==> config.mk <==
export PLATFORM = sky130hd
export DESIGN_NAME = i2c_target
export DESIGN_NICKNAME = d
export VERILOG_FILES = /design/src/rtl/i2c_target_pkg.sv /design/src/rtl/i2c_line_filter.sv /design/src/rtl/i2c_target.sv
export SDC_FILE = /design/constraint.sdc
export NUM_CORES = 1
export LEC_CHECK = 0
export ABC_AREA = 1
export CAP_MARGIN = 20
export CORE_AREA = 2 2 94 96
export DETAILED_ROUTE_END_ITERATION = 8
export DIE_AREA = 0 0 96 98
export HOLD_SLACK_MARGIN = 0.05
export PLACE_DENSITY = 0.63
export SYNTH_ARGS = -nofsm -noshare
export SYNTH_HDL_FRONTEND = slang
export SYNTH_SLANG_ARGS = --single-unit
==> constraint.sdc <==
create_clock -name system_clk -period 2.3 [get_ports system_clk]
set_clock_uncertainty 0.05 [all_clocks]
set_input_delay 0.69 -clock system_clk [delete_from_list [all_inputs] [get_ports system_clk]]
set_output_delay 0.69 -clock system_clk [all_outputs]
set_load 0.01 [all_outputs]
==> src/rtl/i2c_target_pkg.sv <==
// Shared definitions for the I2C target: one-hot FSM state encodings,
// ACK/NACK bus levels and the default target address.
package i2c_target_pkg;

  localparam logic [6:0] DEFAULT_ADDR  = 7'h50;
  localparam logic       ACK_BIT       = 1'b0;
  localparam logic       NACK_BIT      = 1'b1;
  localparam logic [3:0] BITS_PER_BYTE = 4'd8;

  typedef enum logic [9:0] {
    ST_IDLE      = 10'b00_0000_0001,
    ST_ADDR      = 10'b00_0000_0010,
    ST_ADDR_ACK  = 10'b00_0000_0100,
    ST_PTR       = 10'b00_0000_1000,
    ST_PTR_ACK   = 10'b00_0001_0000,
    ST_WDATA     = 10'b00_0010_0000,
    ST_WDATA_ACK = 10'b00_0100_0000,
    ST_RDATA     = 10'b00_1000_0000,
    ST_RACK      = 10'b01_0000_0000,
    ST_IGNORE    = 10'b10_0000_0000
  } state_e;

endpackage

==> src/rtl/i2c_line_filter.sv <==
// Debounces raw SCL/SDA and derives SCL edges plus START/STOP conditions
// from the filtered levels and their one-cycle-old copies.
module i2c_line_filter #(
  parameter int FILTER_LEN = 5
) (
  input  logic clk_i,
  input  logic rst_ni,
  input  logic scl_i,
  input  logic sda_i,
  output logic sda_o,
  output logic scl_rise_o,
  output logic scl_fall_o,
  output logic start_det_o,
  output logic stop_det_o
);

  localparam int CW = (FILTER_LEN > 2) ? $clog2(FILTER_LEN) : 1;
  localparam logic [CW-1:0] CNT_LAST = CW'(FILTER_LEN - 1);

  // Bit 0 carries SCL, bit 1 carries SDA.
  logic [1:0]    sync_q;
  logic [1:0]    filt_q;
  logic [1:0]    prev_q;
  logic [CW-1:0] cnt_q [2];

  // A lane adopts a new level only after FILTER_LEN consecutive differing samples.
  always_ff @(posedge clk_i or negedge rst_ni) begin
    if (!rst_ni) begin
      sync_q   <= 2'b11;
      filt_q   <= 2'b11;
      prev_q   <= 2'b11;
      cnt_q[0] <= '0;
      cnt_q[1] <= '0;
    end else begin
      sync_q <= {sda_i, scl_i};
      prev_q <= filt_q;
      for (int i = 0; i < 2; i++) begin
        if (sync_q[i] == filt_q[i]) begin
          cnt_q[i] <= '0;
        end else if (cnt_q[i] == CNT_LAST) begin
          filt_q[i] <= sync_q[i];
          cnt_q[i]  <= '0;
        end else begin
          cnt_q[i] <= cnt_q[i] + 1'b1;
        end
      end
    end
  end

  assign sda_o       = filt_q[1];
  assign scl_rise_o  =  filt_q[0] & ~prev_q[0];
  assign scl_fall_o  = ~filt_q[0] &  prev_q[0];
  assign start_det_o =  filt_q[0] &  prev_q[0] &  prev_q[1] & ~filt_q[1];
  assign stop_det_o  =  filt_q[0] &  prev_q[0] & ~prev_q[1] &  filt_q[1];

endmodule

==> src/rtl/i2c_target.sv <==
// I2C target: address match with ACK, auto-incrementing 8-bit register pointer,
// and bridging of write/read bytes onto a strobed register port.
module i2c_target
  import i2c_target_pkg::*;
#(
  parameter logic [6:0] I2C_ADDR   = DEFAULT_ADDR,
  parameter int         FILTER_LEN = 5
) (
  input  logic       system_clk,
  input  logic       reset_n,
  input  logic       scl_in,
  input  logic       sda_in,
  output logic       sda_oe,
  output logic [7:0] reg_addr,
  output logic [7:0] reg_wdata,
  output logic       reg_wr,
  output logic       reg_rd,
  input  logic [7:0] reg_rdata,
  output logic       busy,
  output logic       start_tap,
  output logic       stop_tap
);

  logic sda_f;
  logic scl_rise;
  logic scl_fall;
  logic start_det;
  logic stop_det;

  i2c_line_filter #(
    .FILTER_LEN (FILTER_LEN)
  ) u_filter (
    .clk_i       (system_clk),
    .rst_ni      (reset_n),
    .scl_i       (scl_in),
    .sda_i       (sda_in),
    .sda_o       (sda_f),
    .scl_rise_o  (scl_rise),
    .scl_fall_o  (scl_fall),
    .start_det_o (start_det),
    .stop_det_o  (stop_det)
  );

  state_e     state_q,     state_d;
  logic [3:0] bitcnt_q,    bitcnt_d;
  logic [7:0] shift_q,     shift_d;
  logic [7:0] reg_addr_q,  reg_addr_d;
  logic [7:0] reg_wdata_q, reg_wdata_d;
  logic       reg_wr_q,    reg_wr_d;
  logic       reg_rd_q,    reg_rd_d;
  logic       busy_q,      busy_d;
  logic       sda_oe_q,    sda_oe_d;
  logic       rw_q,        rw_d;
  logic       rd_wait_q;
  logic       start_tap_q;
  logic       stop_tap_q;

  logic [7:0] byte_in;
  logic       last_bit;

  assign byte_in  = {shift_q[6:0], sda_f};
  assign last_bit = (bitcnt_q == 4'd1);

  always_ff @(posedge system_clk or negedge reset_n) begin
    if (!reset_n) begin
      state_q     <= ST_IDLE;
      bitcnt_q    <= BITS_PER_BYTE;
      shift_q     <= 8'h00;
      reg_addr_q  <= 8'h00;
      reg_wdata_q <= 8'h00;
      reg_wr_q    <= 1'b0;
      reg_rd_q    <= 1'b0;
      busy_q      <= 1'b0;
      sda_oe_q    <= 1'b0;
      rw_q        <= 1'b0;
      rd_wait_q   <= 1'b0;
      start_tap_q <= 1'b0;
      stop_tap_q  <= 1'b0;
    end else begin
      state_q     <= state_d;
      bitcnt_q    <= bitcnt_d;
      shift_q     <= shift_d;
      reg_addr_q  <= reg_addr_d;
      reg_wdata_q <= reg_wdata_d;
      reg_wr_q    <= reg_wr_d;
      reg_rd_q    <= reg_rd_d;
      busy_q      <= busy_d;
      sda_oe_q    <= sda_oe_d;
      rw_q        <= rw_d;
      rd_wait_q   <= reg_rd_q;
      start_tap_q <= start_det;
      stop_tap_q  <= stop_det;
    end
  end

  // In ACK states sda_oe_q doubles as the phase flag: the first SCL fall starts
  // the ACK, the second one (after the ACK clock) releases SDA and moves on.
  always_comb begin
    state_d     = state_q;
    bitcnt_d    = bitcnt_q;
    shift_d     = shift_q;
    reg_addr_d  = reg_addr_q;
    reg_wdata_d = reg_wdata_q;
    reg_wr_d    = 1'b0;
    reg_rd_d    = 1'b0;
    busy_d      = busy_q;
    sda_oe_d    = sda_oe_q;
    rw_d        = rw_q;

    // Read data arrives one cycle after the strobe; present its MSB straight away.
    if (rd_wait_q && state_q == ST_RDATA) begin
      shift_d  = reg_rdata;
      sda_oe_d = ~reg_rdata[7];
    end

    case (state_q)
      ST_ADDR: begin
        if (scl_rise) begin
          shift_d  = byte_in;
          bitcnt_d = bitcnt_q - 4'd1;
          if (last_bit) begin
            rw_d = sda_f;
            if (byte_in[7:1] == I2C_ADDR) begin
              state_d = ST_ADDR_ACK;
              busy_d  = 1'b1;
            end else begin
              state_d = ST_IGNORE;
              busy_d  = 1'b0;
            end
          end
        end
      end
      ST_ADDR_ACK: begin
        if (scl_fall) begin
          if (!sda_oe_q) begin
            sda_oe_d = 1'b1;
          end else begin
            sda_oe_d = 1'b0;
            bitcnt_d = BITS_PER_BYTE;
            if (rw_q) begin
              reg_rd_d = 1'b1;
              state_d  = ST_RDATA;
            end else begin
              state_d  = ST_PTR;
            end
          end
        end
      end
      ST_PTR: begin
        if (scl_rise) begin
          shift_d  = byte_in;
          bitcnt_d = bitcnt_q - 4'd1;
          if (last_bit) begin
            reg_addr_d = byte_in;
            state_d    = ST_PTR_ACK;
          end
        end
      end
      ST_PTR_ACK, ST_WDATA_ACK: begin
        if (scl_fall) begin
          if (!sda_oe_q) begin
            sda_oe_d = 1'b1;
          end else begin
            sda_oe_d = 1'b0;
            bitcnt_d = BITS_PER_BYTE;
            state_d  = ST_WDATA;
            if (state_q == ST_WDATA_ACK) begin
              reg_addr_d = reg_addr_q + 8'd1;
            end
          end
        end
      end
      ST_WDATA: begin
        if (scl_rise) begin
          shift_d  = byte_in;
          bitcnt_d = bitcnt_q - 4'd1;
          if (last_bit) begin
            reg_wdata_d = byte_in;
            reg_wr_d    = 1'b1;
            state_d     = ST_WDATA_ACK;
          end
        end
      end
      ST_RDATA: begin
        if (scl_rise && bitcnt_q != 4'd0) begin
          bitcnt_d = bitcnt_q - 4'd1;
        end
        if (scl_fall) begin
          if (bitcnt_q == 4'd0) begin
            sda_oe_d = 1'b0;
            state_d  = ST_RACK;
          end else begin
            shift_d  = shift_q << 1;
            sda_oe_d = ~shift_q[6];
          end
        end
      end
      ST_RACK: begin
        // Still here at the next fall means the master answered with ACK.
        if (scl_rise && sda_f == NACK_BIT) begin
          state_d = ST_IGNORE;
          busy_d  = 1'b0;
        end else if (scl_fall) begin
          reg_addr_d = reg_addr_q + 8'd1;
          reg_rd_d   = 1'b1;
          bitcnt_d   = BITS_PER_BYTE;
          state_d    = ST_RDATA;
        end
      end
      default: begin
      end
    endcase

    if (start_det) begin
      state_d  = ST_ADDR;
      bitcnt_d = BITS_PER_BYTE;
      sda_oe_d = 1'b0;
      reg_wr_d = 1'b0;
      reg_rd_d = 1'b0;
    end
    if (stop_det) begin
      state_d  = ST_IDLE;
      sda_oe_d = 1'b0;
      busy_d   = 1'b0;
      reg_wr_d = 1'b0;
      reg_rd_d = 1'b0;
    end
    if (sda_f == ACK_BIT && state_q == ST_IDLE && !start_det) begin
      busy_d = 1'b0;
    end
  end

  assign sda_oe    = sda_oe_q;
  assign reg_addr  = reg_addr_q;
  assign reg_wdata = reg_wdata_q;
  assign reg_wr    = reg_wr_q;
  assign reg_rd    = reg_rd_q;
  assign busy      = busy_q;
  assign start_tap = start_tap_q;
  assign stop_tap  = stop_tap_q;

endmodule

# Yosys cells after proc, flatten, opt, wreduce, memory -nomap -nowiden
# Index checks and enable logic that the tools add are counted.
# word_totals
register_bits	58
out_inout_bits	22
elab_cells	177
# classes
add_sub_neg	4
mux	72
n_reduce_logical	23
n_bitwise	15
eq_ne	44
# op_table
op	n
2-to-1 mux 10 bit	17
2-to-1 mux 8 bit	12
case mux 10 bit (7 select lines)	1
inequality test 4 bit (second input constant)	14
2-to-1 mux 4 bit	7
2-to-1 mux 1 bit	25
case mux 8 bit (3 select lines)	1
case mux 4 bit (4 select lines)	1
case mux 8 bit (2 select lines)	1
inequality test 2 bit (second input constant)	7
AND reduction 14 bit	1
2-to-1 mux 3 bit	4
== test 10 x 1 -> 1 bit (second input constant)	1
== test 10 x 2 -> 1 bit (second input constant)	1
== test 10 x 3 -> 1 bit (second input constant)	1
== test 10 x 4 -> 1 bit (second input constant)	1
== test 10 x 5 -> 1 bit (second input constant)	1
== test 10 x 6 -> 1 bit (second input constant)	1
== test 10 x 7 -> 1 bit (second input constant)	1
== test 10 x 8 -> 1 bit (second input constant)	1
== test 10 x 9 -> 1 bit (second input constant)	1
inequality test 3 x 1 -> 1 bit (second input constant)	3
nonzero test 9 bit	1
adder 8 x 1 -> 8 bit (second input constant)	1
other kinds (26)	53

# Depth between registers and ports, before layout
# Gate-level depths: netlist (run 1).
# logic_depth
word_depth	7
depth_mapped	12
depth_no_buf	12

# Modules after synthesis
# Synthesis (run 1) repeated with hierarchy kept, for this count alone.
# unflattened
cells_unflattened	474
area_unflattened_um2	3567.2
# by_module_without_submodules
module	cells_each	area_each_um2	instances
i2c_target	414	3027.9	1
i2c_line_filter	60	539.3	1

# Worst setup path before layout (run 1)
# No wires, ideal clock.
# synth_timing
path_kind	register -> register
start	reg u_filter.filt_q[0]
end	reg state_q[8]
path_slack_ps	561
path_buffers	1
required_ps	2133
setup_ps	117
period_less_slack_ps	1739
t_arrival_ps	1571
stages_incl_launch_ff	13
cell_sequence	dfstp_2 > nand2_1 > inv_2 > nand3_1 > buf_4 > nand2_1 > inv_2 > nand2_1 > nand2_1 > nor2_1 > nand3_4 > nand2_1 > nand2_1
# synth_between
elab_chain_len	6
elab_cells_between_ends	28
# synth_lines
element	line	rtl
from (decl)	i2c_line_filter.sv:22	logic [1:0] filt_q;
from (signal, indexed assignment)	i2c_line_filter.sv:41	filt_q[i] <= sync_q[i];
parallel branches: the longest is 6 deep, another holds AND reduction 14 bit	n/a	
to (signal assigned)	i2c_target.sv:80	state_q <= state_d;
to (decl)	i2c_target.sv:44	state_e state_q, state_d;
# Several ways; the timed one is not identified.
# A chain may end at the register's enable or synchronous reset.

# Worst setup path in the final report (run 1)
# layout_timing
start	reg sda_oe_q (netlist: sda_oe)
end	out sda_oe
# layout_lines
element	line	rtl
from (decl)	i2c_target.sv:52	logic sda_oe_q, sda_oe_d;
from (signal assigned)	i2c_target.sv:88	sda_oe_q <= sda_oe_d;
to (decl)	i2c_target.sv:13	output logic sda_oe,
# No word-level cell between the ends.

==> impl.org, run 1 <==
** Yosys
- Of the synthesized area, sequential elements account for 39.85%.
- The netlist uses 35 different library cells.
- A synthesized cell averages 7.448 um2.
- Netlist area before placement :: 0.003605 mm2
- Fraction of the mapped netlist area in adder cells :: 2.777%
- Async set or reset register ratio after synthesis :: 100.0%
- Area share of xor/xnor cells in the synthesized design :: 1.944%
- Predominant post-synthesis flop cell :: dfrtp_1
- The number of nets in the synthesized netlist is 504.
- Yosys printed 0 warnings.
- Multiplexer cells account for 0.3124% of the synthesized area.
- In this run, synthesis produced a sequential element count of 57.
- Cell taking the most area after synthesis :: dfrtp_1
- Summing the areas of all compound-gate instances in the mapped netlist gives 8.747% of the synthesized area.
- Number of enable flip-flop cells after synthesis :: 0
- Fraction of the mapped netlist area in simple logic gates :: 38.15%
- Among all cell types in the netlist, the one instantiated most often is nand2_1.
- Synthesis produced 484 cells.
- After synthesis, the largest family of logic cells by area is simple AND/OR/NAND/NOR gates.
- Ranked by total cell area, the synthesized netlist is headed by dfrtp_1, nand2_1, nand3_1.
- In this run the biggest area consumer among cell types represents 34.02% of the synthesized area.
- The commonest cells after synthesis are nand2_1, inv_1, nand3_1.

** Routing
- Wires add up to 9265 um.
- Detailed routing placed a total of 4147 um of wire on met2.
- The routed design uses 448 um of met3 wire.
- After detailed routing, the average wire length per cell comes to 14.52 um.
- Final antenna-violating net count :: 0
- The highest metal layer carrying signal wires in the routed design is met4.
- M1 wire length :: 4521 um
- For this block, the via count after detailed routing is 3226.
- In this run, the number of DRC markers left after iteration 0 of detailed routing was 279.
- Using the TritonRoute via totals, the vias-per-cell ratio works out to 5.056.
- Pre-antenna DRT Iters :: 6
- Residual DRC count :: 0

** Critical path
- R2R setup slack :: 210 ps
- Cell with the largest stage delay on the worst path :: clkdlybuf4s50_1
- In this run the number of cells on the critical path is 1.
- Element type at the critical path end :: primary output
- Following the worst setup path forward leads to its endpoint at sda_oe.
- Slowest Stage Delay on Critical Path :: 600 ps
- The critical path goes through clkdlybuf4s50_1.
- The critical path starts at sda_oe.
- The worst register-to-register path has a depth of 11.
- Highest fanout seen on the critical path :: 6
- Element type at the critical path start :: register
- Required time at the endpoint of the critical path :: 1560 ps
- The endpoint identified for the worst register-to-register timing path is state_q[7].
- Arrival time reported for the critical path endpoint :: 1440 ps
- Kind of cell with the highest combined delay on the critical path :: buffers and inverters
- Reg-to-reg critical path startpoint :: u_filter.filt_q[0]
- Number of buffers and inverters on the critical path :: 1
- Crit path kind :: register to primary output

** STA
- Final hold violation count :: 0
- Period minus WS final :: 2179 ps
- After layout, the worst path uses 94.74% of the clock period.
- Setup repair after global routing could not meet its margin everywhere.
- Headroom to the max-slew limit :: 58.96%
- Fmax :: 458.9 MHz
- Number of setup violations in the final report :: 0
- Slew @ Worst Pin :: 610.8 ps
- The final number of max-transition violations was 0.
- Final hold slack :: 272.6 ps

** Min path
- Worst min path class :: primary input to asynchronous set/reset pin

** Finish
- Finished layout cell area :: 0.004265 mm2
- The repair_antennas step left the layout with diodes totalling 0.
- Final non-filler cell total :: 638
- The post-route netlist has 14.53% of its cells at a drive strength greater than 1.
- After filler insertion, the fill cell instance count of the layout stands at 873.
- In the final design database the tool counted 545 nets.
- Compared with the post-synthesis result, the final layout area differs by 18.33%.

** Power
- Maximum resistive drop on vdd :: 0.4907 mV
- In this run the static leakage power is 2.157 nW.
- Power density of the placed cells :: 851.3 mW/mm2
- Summing internal, switching and leakage power gives 3.631 mW.

** Placed design
- Summing all placed instances gives a cell area of 0.004061 mm2.
- Once placement completed, the tool counted placed cells totaling 622.
- Summed over all nets, the half-perimeter wirelength after detailed placement is 6934 um.
- In this run the tool buffered the top-level ports with 33 buffer cells.
- Routability-driven placement finished with a final weighted congestion of 1.005.

** GRT
- Global routing used 21.41% of the available tracks.
- The first global-routing pass estimated 15510 um of wire.
- Entering global routing, the biggest net connects 58 pins.
- Global routing finished with a remaining overflow of 0.
- The via count of the first global-routing pass came to 3086.
- The initial antenna violation count came to 0.

** Clock tree
- Post-CTS Setup Repair Bufs :: 0
- Insertion delay of the later-clocked pin in the worst-skew pair :: 350 ps
- The longest clock path from root to sink contains 2 buffers.
- Clock-pin slew was measured on the worst setup and hold paths at 70 ps.
- CTS built an H-tree with a depth of 3.
- In this run, CTS created clock tree buffers numbering 9.
- Buffer type at the clock tree root :: clkbuf_8
- The clock drives 57 sinks.
- TritonCTS built the clock tree.

** Run
- Max-cap violations in this run came to 0.

** Status
- Run status :: complete, no violations

** Die
- Site row count :: 34
- Starting Density :: 42.58%
- The region available for standard cell placement spans 0.008466 mm2.
- Top Ports :: 34
- Chip Height :: 98 um
- Die width :: 96 um
- The floorplan step defined a die boundary enclosing 0.009408 mm2.
## stage by stage
| stage | worst slack, ps | TNS (ps) | utilization, % |
|---|---|---|---|
| final | 121.0 | 0 | 50.38 |
| after detailed placement | 87.04 | 0 | 47.98 |
| after floorplan | 561.4 | 0 | - |
| after global routing | -10.85 | -10.85 | 50.38 |
| after global placement | 146.2 | 0 | 47.98 |
| after CTS | 66.83 | 0 | 50.30 |
## flip-flops by register name (all words and copies together) (netlist names), 2 cells and up
signal           flops
u_filter.sync_q      2
reg_addr             8
u_filter.cnt_q       6
u_filter.filt_q      2
shift_q              7
bitcnt_q             4
u_filter.prev_q      2
state_q             10
reg_wdata            8
## logic make-up after synthesis
kind of cell | count (synthesis)
multiplexers | 1
buffers and inverters | 74
AND/OR/NAND/NOR | 278
AO/OA/AOI/OAI | 58
XOR/XNOR | 8
adder cells (fa/ha/maj) | 8
flip-flops | 57
## cells in the final DEF, fill, tap and decap left out, types with 8 or more instances in the layout
master	n
clkbuf_8	10
clkdlybuf4s50_1	32
dfrtp_1	49
dfstp_2	8
ha_1	8
inv_1	58
inv_2	9
nand2_1	128
nand2_2	8
nand3_1	51
nor2_1	48
nor2_2	9
o21ai_0	21
o21ai_1	25
## worst reg2reg max path: stages, from the launching register on
cell,delay [ps]
dfstp_2,560
nand2_1,70
inv_2,80
nand3_1,220
buf_4,250
inv_1,80
nor2_1,70
nand3_1,100
nand2_1,60
nor2_2,290
nand3_1,130
nand2_1,80
## worst min path at each step
stage | end | from | cells past startpoint
2_1_floorplan | u_filter.prev_q[0] | u_filter.filt_q[0] | 0
3_3_place_gp | u_filter.prev_q[0] | u_filter.filt_q[0] | 0
3_5_place_dp | u_filter.prev_q[0] | u_filter.filt_q[0] | 0
4_1_cts | bitcnt_q[0] | reset_n | 2
5_1_grt | bitcnt_q[0] | reset_n | 2
6_report | bitcnt_q[0] | reset_n | 2
## timing repair
action / 4_1_cts / 5_1_grt
endpoints found under the hold margin: 0 / 0
setup endpoints to repair: 0 / 8
gates resized for setup: 0 / 2
hold buffers: 0 / 0
## layer usage
layer / global-route usage, % / up-vias
met5: 0 / -
met4: 6.813 / 0
met3: 4.784 / 16
met2: 32.64 / 94
met1: 30.14 / 1492
li1: - / 1624
## where the power goes
group	switching [mW]	internal, mW
Combinational	0.840	0.426
Sequential	0.179	1.23
Clock	0.435	0.526
## area by class of cell
cell class,count,area [um2],share of cell area [%]
inverter,68,257.7,6.043
multi-input combinational,353,1879,44.06
clock buffer,11,141.4,3.315
timing repair buffer,36,360.3,8.448
sequential,57,1436,33.68
clock inverter,5,55.05,1.291
tap,108,135.1,3.168
Note: power is estimated with default switching activity, not from simulation.
==> inputs of run 2 (changes only) <==
--- a/config.mk
+++ b/config.mk
@@ -12,6 +12,7 @@
 export DIE_AREA = 0 0 96 98
 export HOLD_SLACK_MARGIN = 0.05
 export PLACE_DENSITY = 0.63
+export SETUP_SLACK_MARGIN = 0.05
 export SYNTH_ARGS = -nofsm -noshare
 export SYNTH_HDL_FRONTEND = slang
 export SYNTH_SLANG_ARGS = --single-unit
==> run 2 against run 1 <==
  * Flip-flop and latch count unchanged
  * Critical path depth is the same
  * Sequential share of layout area fell by 0.18 points
  * Critical path type unchanged
  * Highest routed layer unchanged
==> impl.org, run 2 (synthesized netlist as in run 1, its figures left out) <==
** Status
- Run status :: complete, no violations (unchanged)

** GRT
- Largest net degree at the start of global routing :: 58 (unchanged)
- The initial antenna violation count came to 0 (unchanged).
- The global-route wire length before repair was 15510 um (unchanged).
- Overall fraction of global-route tracks in use :: 21.41% (unchanged)
- The via count of the first global-routing pass came to 3086 (unchanged).
- The overflow left after global routing is 0 (unchanged).

** Power
- The worst vdd rail ir drop is 0.4912 mV (was 0.4907 mV).
- The total design power is 3.647 mW (was 3.631 mW).
- The leakage power was 2.164 nW (was 2.157 nW).
- Power density of the placed cells :: 850.6 mW/mm2 (was 851.3 mW/mm2)

** Die
- Chip Height :: 98 um (unchanged)
- Total Die Area :: 0.009408 mm2 (unchanged)
- The core outline area came to 0.008466 mm2 (unchanged).
- The number of placement rows came to 34 (unchanged).
- The die width came to 96 um (unchanged).
- The initial core utilization was 42.58% (unchanged).
- Top Ports :: 34 (unchanged)

** Finish
- Max FFs per register :: 10 (unchanged)
- The count of placed standard cells in the final layout, fillers left out is 638 (unchanged).
- Fraction of layout cells with a size suffix above 1 :: 15.09% (was 14.53%)
- Commonest cells after routing, fill and taps aside: nand2_1, inv_1, nand3_1, dfrtp_1, nor2_1 (unchanged).
- The register with the most flip-flops was state_q (unchanged).
- The area overhead of the layout relative to synthesis was 18.95% (was 18.33%).
- The summed area of non-filler cells in the final layout came to 0.004288 mm2 (was 0.004265 mm2).
- The final net count was 545 (unchanged).
- Leading cell type in the layout, fill and taps excluded :: nand2_1 (unchanged)
- The count of antenna diodes in the layout is 0 (unchanged).
- The utilization of the core after routing is 50.65% (was 50.38%).

** Critical path
- Crit path kind :: register to primary output (unchanged)
- Element type at the critical path start :: register (unchanged)
- The required arrival time at the worst endpoint came to 1560 ps (about the same).
- Highest fanout seen on the critical path :: 6 (unchanged)
- Element type at the critical path end :: primary output (unchanged)
- The worst path arrival time was 1420 ps (was 1440 ps).
- Worst setup path startpoint :: sda_oe (unchanged)
- The beginning of the worst register-to-register path was u_filter.filt_q[0] (unchanged).
- The cell family with the largest share of critical-path delay was buffers and inverters (unchanged).
- The largest stage delay on the critical path came to 590 ps (was 600 ps).
- Worst path cell trace: clkdlybuf4s50_1 (unchanged).
- The master of the slowest instance on the critical path is clkdlybuf4s50_1 (unchanged).
- Number of buffers and inverters on the critical path :: 1 (unchanged)

** Clock tree
- The number of hold-repair buffers added at the cts stage came to 0 (unchanged).
- CTS tree :: done (unchanged)
- Worst-case clock buffer depth :: 2 (unchanged)
- The clock edge transition at the registers on the reported setup and hold paths is 70 ps (about the same).
- Total CTS buffers :: 9 (unchanged)
- The number of clock sinks was 57 (unchanged).
- Buffer type at the clock tree root :: clkbuf_8 (unchanged)
- Insertion delay of the later-clocked pin in the worst-skew pair :: 350 ps (about the same)
- Post-CTS Setup Repair Bufs :: 0 (unchanged)
- The H-tree depth reported by CTS is 3 (unchanged).

** Routing
- Routed wire per std cell :: 14.51 um (was 14.52 um)
- Pre-antenna DRT Iters :: 6 (unchanged)
- The number of vias per cell after detailed routing came to 4.975 (was 5.056).
- The total via count in the routed design is 3174 (was 3226).
- Final antenna-violating net count :: 0 (unchanged)
- The number of design rule violations left after detail routing was 0 (unchanged).
- The iteration-0 DRC count of the detailed router came to 281 (was 279).
- The final wirelength came to 9257 um (was 9265 um).

** STA
- The maximum clock frequency was 462.4 MHz (was 458.9 MHz).
- Headroom to the max-slew limit :: 68.07% (was 58.96%)
- The final hold slack was 268.9 ps (was 272.6 ps).
- The portion of the clock cycle consumed by the worst path in the final layout was 94.04% (was 94.74%).
- Number of setup violations in the final report :: 0 (unchanged)
- Setup Total Neg Slack :: 0 ps (unchanged)
- The worst path setup slack after routing was 137.1 ps (was 121.0 ps).
- Period minus WS final :: 2163 ps (was 2179 ps)
- Final hold violation count :: 0 (unchanged)
- The slew of the pin with the lowest slew margin came to 478.9 ps (was 610.8 ps).
- Count of pins over their slew limit :: 0 (unchanged)
- Unrepaired setup endpoints after global routing :: no (was yes)

** Placed design
- Total placed cells including tap cells :: 622 (unchanged)
- Port Buffer Count :: 33 (unchanged)
- Post-DP HPWL :: 6934 um (unchanged)
- Cell Area, Placed :: 0.004061 mm2 (unchanged)
- The global placer's final weighted congestion is 1.005 (unchanged).
- Place WS :: 87.04 ps (unchanged)

** Run
- The number of violations of the max-capacitance limit was 0 (unchanged).

** Min path
- Worst min path class :: primary input to asynchronous set/reset pin (unchanged)
[run 2: path summary, 6_finish.rpt]
check                                endpoint  slack, ps  cells after the start
min in group system_clk    u_filter.prev_q[0]        340                      0
setup / recovery                       sda_oe        140                      1
setup reg to reg                  reg_addr[0]        210                      9
max in group asynchronous          state_q[0]       1590                      2
hold / removal                    bitcnt_q[0]        270                      2
hold reg to reg            u_filter.prev_q[0]        340                      0
[run 2: cell type report]
type                            count  area [um2]
Inverter                           68       257.7
Sequential cell                    57        1436
Timing Repair Buffer               36       360.3
Tap cell                          108       135.1
Fill cell                         869        4178
Clock buffer                       11       141.4
Multi-Input combinational cell    353        1902
Clock inverter                      5       55.05
[run 2: timing repair]
| item | in CTS | in global routing |
|---|---|---|
| setup endpoints to repair | 0 | 22 |
| resized for setup | 0 | 7 |
| hold endpoints to repair | 0 | 0 |
[run 2: report_power, final]
group | total, mW | internal [mW] | switching, mW | leakage (nW)
logic | 1.28 | 0.430 | 0.847 | 1.34
registers | 1.40 | 1.23 | 0.178 | 0.730
clock network | 0.967 | 0.526 | 0.441 | 0.0953
total | 3.65 | 2.18 | 1.47 | 2.16
[run 2: per-layer routing]
| metal | vias to the layer above | share of wire, % | routed length, um | GRT usage (%) |
|---|---|---|---|---|
| met3 | 19 | 5.2 | 485 | 4.784 |
| met1 | 1448 | 48 | 4436 | 30.14 |
| met2 | 85 | 45 | 4162 | 32.64 |
| met5 | - | 0 | 0 | 0 |
| li1 | 1622 | - | - | - |
| met4 | 0 | 1.9 | 172 | 6.813 |
==> inputs of run 3 (changes only) <==
==> constraint.sdc (replaced) <==
create_clock -name system_clk -period 2 [get_ports system_clk]
set_clock_uncertainty 0.05 [all_clocks]
set_input_delay 0.6 -clock system_clk [delete_from_list [all_inputs] [get_ports system_clk]]
set_output_delay 0.6 -clock system_clk [all_outputs]
set_load 0.01 [all_outputs]
==> run 3 against run 2 <==
  * Sequential share of layout area decreased by 5.1 points
  * Non-clock buffer count increased by 61
  * Via count increased by 13%
  * Critical path type is now register to register
  * Largest power group is now combinational logic
==> impl.org, run 3 (synthesized netlist as in run 1, its figures left out) <==
** Critical path
- The kind of end point of the critical path is a register (was primary output).
- Required time at the endpoint of the critical path :: 2180 ps (was 1560 ps)
- Highest fanout seen on the critical path :: 5 (was 6)
- R2R setup slack :: 40 ps (was 210 ps)
- The beginning of the worst register-to-register path is state_q[1] (was u_filter.filt_q[0]).
- The critical path endpoint is state_q[4] (was sda_oe).
- Worst setup path startpoint :: state_q[1] (was sda_oe)
- The reg-to-reg endpoint is state_q[4] (was reg_addr[0]).
- Element type at the critical path start :: register (unchanged)
- The category of the critical setup timing path was register to register (was register to primary output).
- The worst path arrival time is 2140 ps (was 1420 ps).
- Cell count of the worst reg-to-reg path :: 12 (was 9)

** Placed design
- Total placed cells including tap cells :: 650 (was 622)
- The global placer's final weighted congestion is 0.9654 (was 1.005).
- Post-DP HPWL :: 7328 um (was 6934 um)
- Port Buffer Count :: 33 (unchanged)

** Die
- Chip Height :: 98 um (unchanged)
- CORE AREA :: 0.008466 mm2 (unchanged)
- Starting Density :: 42.58% (unchanged)
- The area of the die came to 0.009408 mm2 (unchanged).
- Die width :: 96 um (unchanged)
- The number of placement rows was 34 (unchanged).
- The number of I/O pins was 34 (unchanged).

** Routing
- The iteration count of the initial detailed-routing pass was 5 (was 6).
- Total wirelength of the detailed-routed design :: 10540 um (was 9257 um)
- The total via count in the routed design is 3577 (was 3174).
- Routed wire per std cell :: 15.04 um (was 14.51 um)
- DR WL met2 :: 5149 um (was 4162 um)
- The highest routing layer actually used was met4 (unchanged).
- The met1 layer wirelength in the final routing was 4711 um (was 4436 um).
- Met3 wire length :: 463 um (was 485 um)
- Final antenna-violating net count :: 0 (unchanged)
- Residual DRC count :: 0 (unchanged)
- DRT iter0 DRCs :: 210 (was 281)
- The number of vias per cell after detailed routing came to 5.103 (was 4.975).

** GRT
- Aggregate global routing overflow :: 0 (unchanged)
- Number of antenna violations at the first check in global routing :: 0 (unchanged)
- Vias in the first global route :: 3354 (was 3086)
- The largest net degree at the start of global routing came to 58 (unchanged).
- The global-route wire length before repair came to 15900 um (was 15510 um).
- Overall fraction of global-route tracks in use :: 21.78% (was 21.41%)

** Power
- The areal power density over the cells was 938.4 mW/mm2 (was 850.6 mW/mm2).
- Clock power share :: 24.7% (was 26.5%)
- The net switching power was 1.892 mW (was 1.466 mW).
- The leakage power was 2.614 nW (was 2.164 nW).
- Internal :: 2.876 mW (was 2.181 mW)
- Reg power frac :: 33.5% (was 38.5%)
- Comb pwr share :: 41.8% (was 35.0%)
- Net switching fraction of the power :: 39.68% (was 40.21%)
- The total design power is 4.768 mW (was 3.647 mW).
- Maximum resistive drop on vdd :: 0.5459 mV (was 0.4912 mV)

** Finish
- Max FFs per register :: 10 (unchanged)
- Number of antenna cells inserted :: 0 (unchanged)
- Layout area overhead :: 40.96% (was 18.95%)
- The count of placed standard cells in the final layout, fillers left out is 701 (was 638).
- The utilization of the core after routing came to 60.02% (was 50.65%).
- Fraction of layout cells with a size suffix above 1 :: 32.21% (was 15.09%)
- Commonest cells after routing, fill and taps aside :: nand2_1, buf_4, inv_1, dfrtp_1, nand3_1 (was nand2_1, inv_1, nand3_1, dfrtp_1, nor2_1)
- The final net count came to 608 (was 545).
- Leading cell type in the layout, fill and taps excluded :: nand2_1 (unchanged)
- The register with the most flip-flops was state_q (unchanged).

** Clock tree
- Number of sinks handled by clock tree synthesis :: 57 (unchanged)
- The H-tree depth reported by CTS came to 3 (unchanged).
- Total CTS buffers :: 9 (unchanged)
- The clock edge transition at the registers on the reported setup and hold paths is 70 ps (about the same).
- The clock insertion delay at the later pin of the skew report was 340 ps (was 350 ps).
- Worst-case clock buffer depth :: 2 (unchanged)
- Buffer type at the clock tree root :: clkbuf_8 (unchanged)
- The clock tree from TritonCTS is done (unchanged).
- Quantity of hold-fixing buffers added after cts :: 0 (unchanged)

** STA
- The hold violation count in the final report is 0 (unchanged).
- The final count of negative-setup-slack endpoints was 0 (unchanged).
- For the finished layout, the period the worst path requires is 1963 ps.
- The final number of max-transition violations was 0 (unchanged).
- The remaining max-slew budget at the tightest pin is 75.42% (was 68.07%).
- After layout, the worst path uses 98.14% of the clock period.
- The slew of the pin with the lowest slew margin is 367.3 ps (was 478.9 ps).
- Derived from the worst setup path, the maximum achievable clock frequency is 509.5 MHz.
- Unrepaired setup endpoints after global routing :: yes (was no)

** Run
- The number of violations of the max-capacitance limit came to 0 (unchanged).

** Min path
- Worst min path class :: primary input to asynchronous set/reset pin (unchanged)

** Status
- Run status :: complete, no violations (unchanged)
run 3: layer usage:
metal	vias up	global-route usage (%)
met5	-	0
met4	0	8.571
met3	22	3.858
met2	101	34.46
met1	1697	29.43
li1	1757	-
run 3: layout make-up:
class	instances	area [um2]
fillers	797	3385
multi-input cells	355	2156
flip-flops and latches	57	1443
repair buffers	97	872.1
inverters	68	265.3
well taps	108	135.1
clock buffers	10	127.6
clock inverters	6	82.58
run 3: power groups by stage:
stage               sequential, mW  clock [mW]  combinational, mW
floorplan                     1.59           0               1.09
global placement              1.59           0               1.61
detailed placement            1.60           0               1.63
CTS                           1.58        1.21               1.70
global route                  1.63        1.26               2.19
finish                        1.60        1.18               1.99
run 3: worst min-delay path by stage:
stage | endpoint
after floorplan | bitcnt_q[0]
after global placement | rd_wait_q
after detailed placement | rd_wait_q
after CTS | stop_tap
after global routing | bitcnt_q[0]
final | bitcnt_q[0]
run 3: through the flow:
stage	setup WS [ps]	area (um2)	hold slack, ps	TNS, ps
CTS	41.28	4612	208.9	0
floorplan	261.4	3605	254.4	0
global placement	-51.28	4284	347.9	-190.7
global route	-52.15	5081	222.0	-226.8
detailed placement	-51.56	4284	362.6	-189.4
finish	37.26	5081	187.8	0
run 3: worst max-delay path, stage by stage (launching register included):
cell,delay [ps]
dfrtp_2,460
nor2_4,160
nand2_4,120
nor2_4,210
nand2_4,130
nand3_2,110
nor2_1,60
nand2_2,90
nand2_4,70
nand2_4,100
nand3_4,140
nand2_1,100
nand2_1,50
run 3: repair_timing:
action,in CTS,in global routing
gates cloned,0,2
endpoints found under the setup margin,21,41
resized for setup,15,74
buffers inserted,10,24
pin swaps,7,38
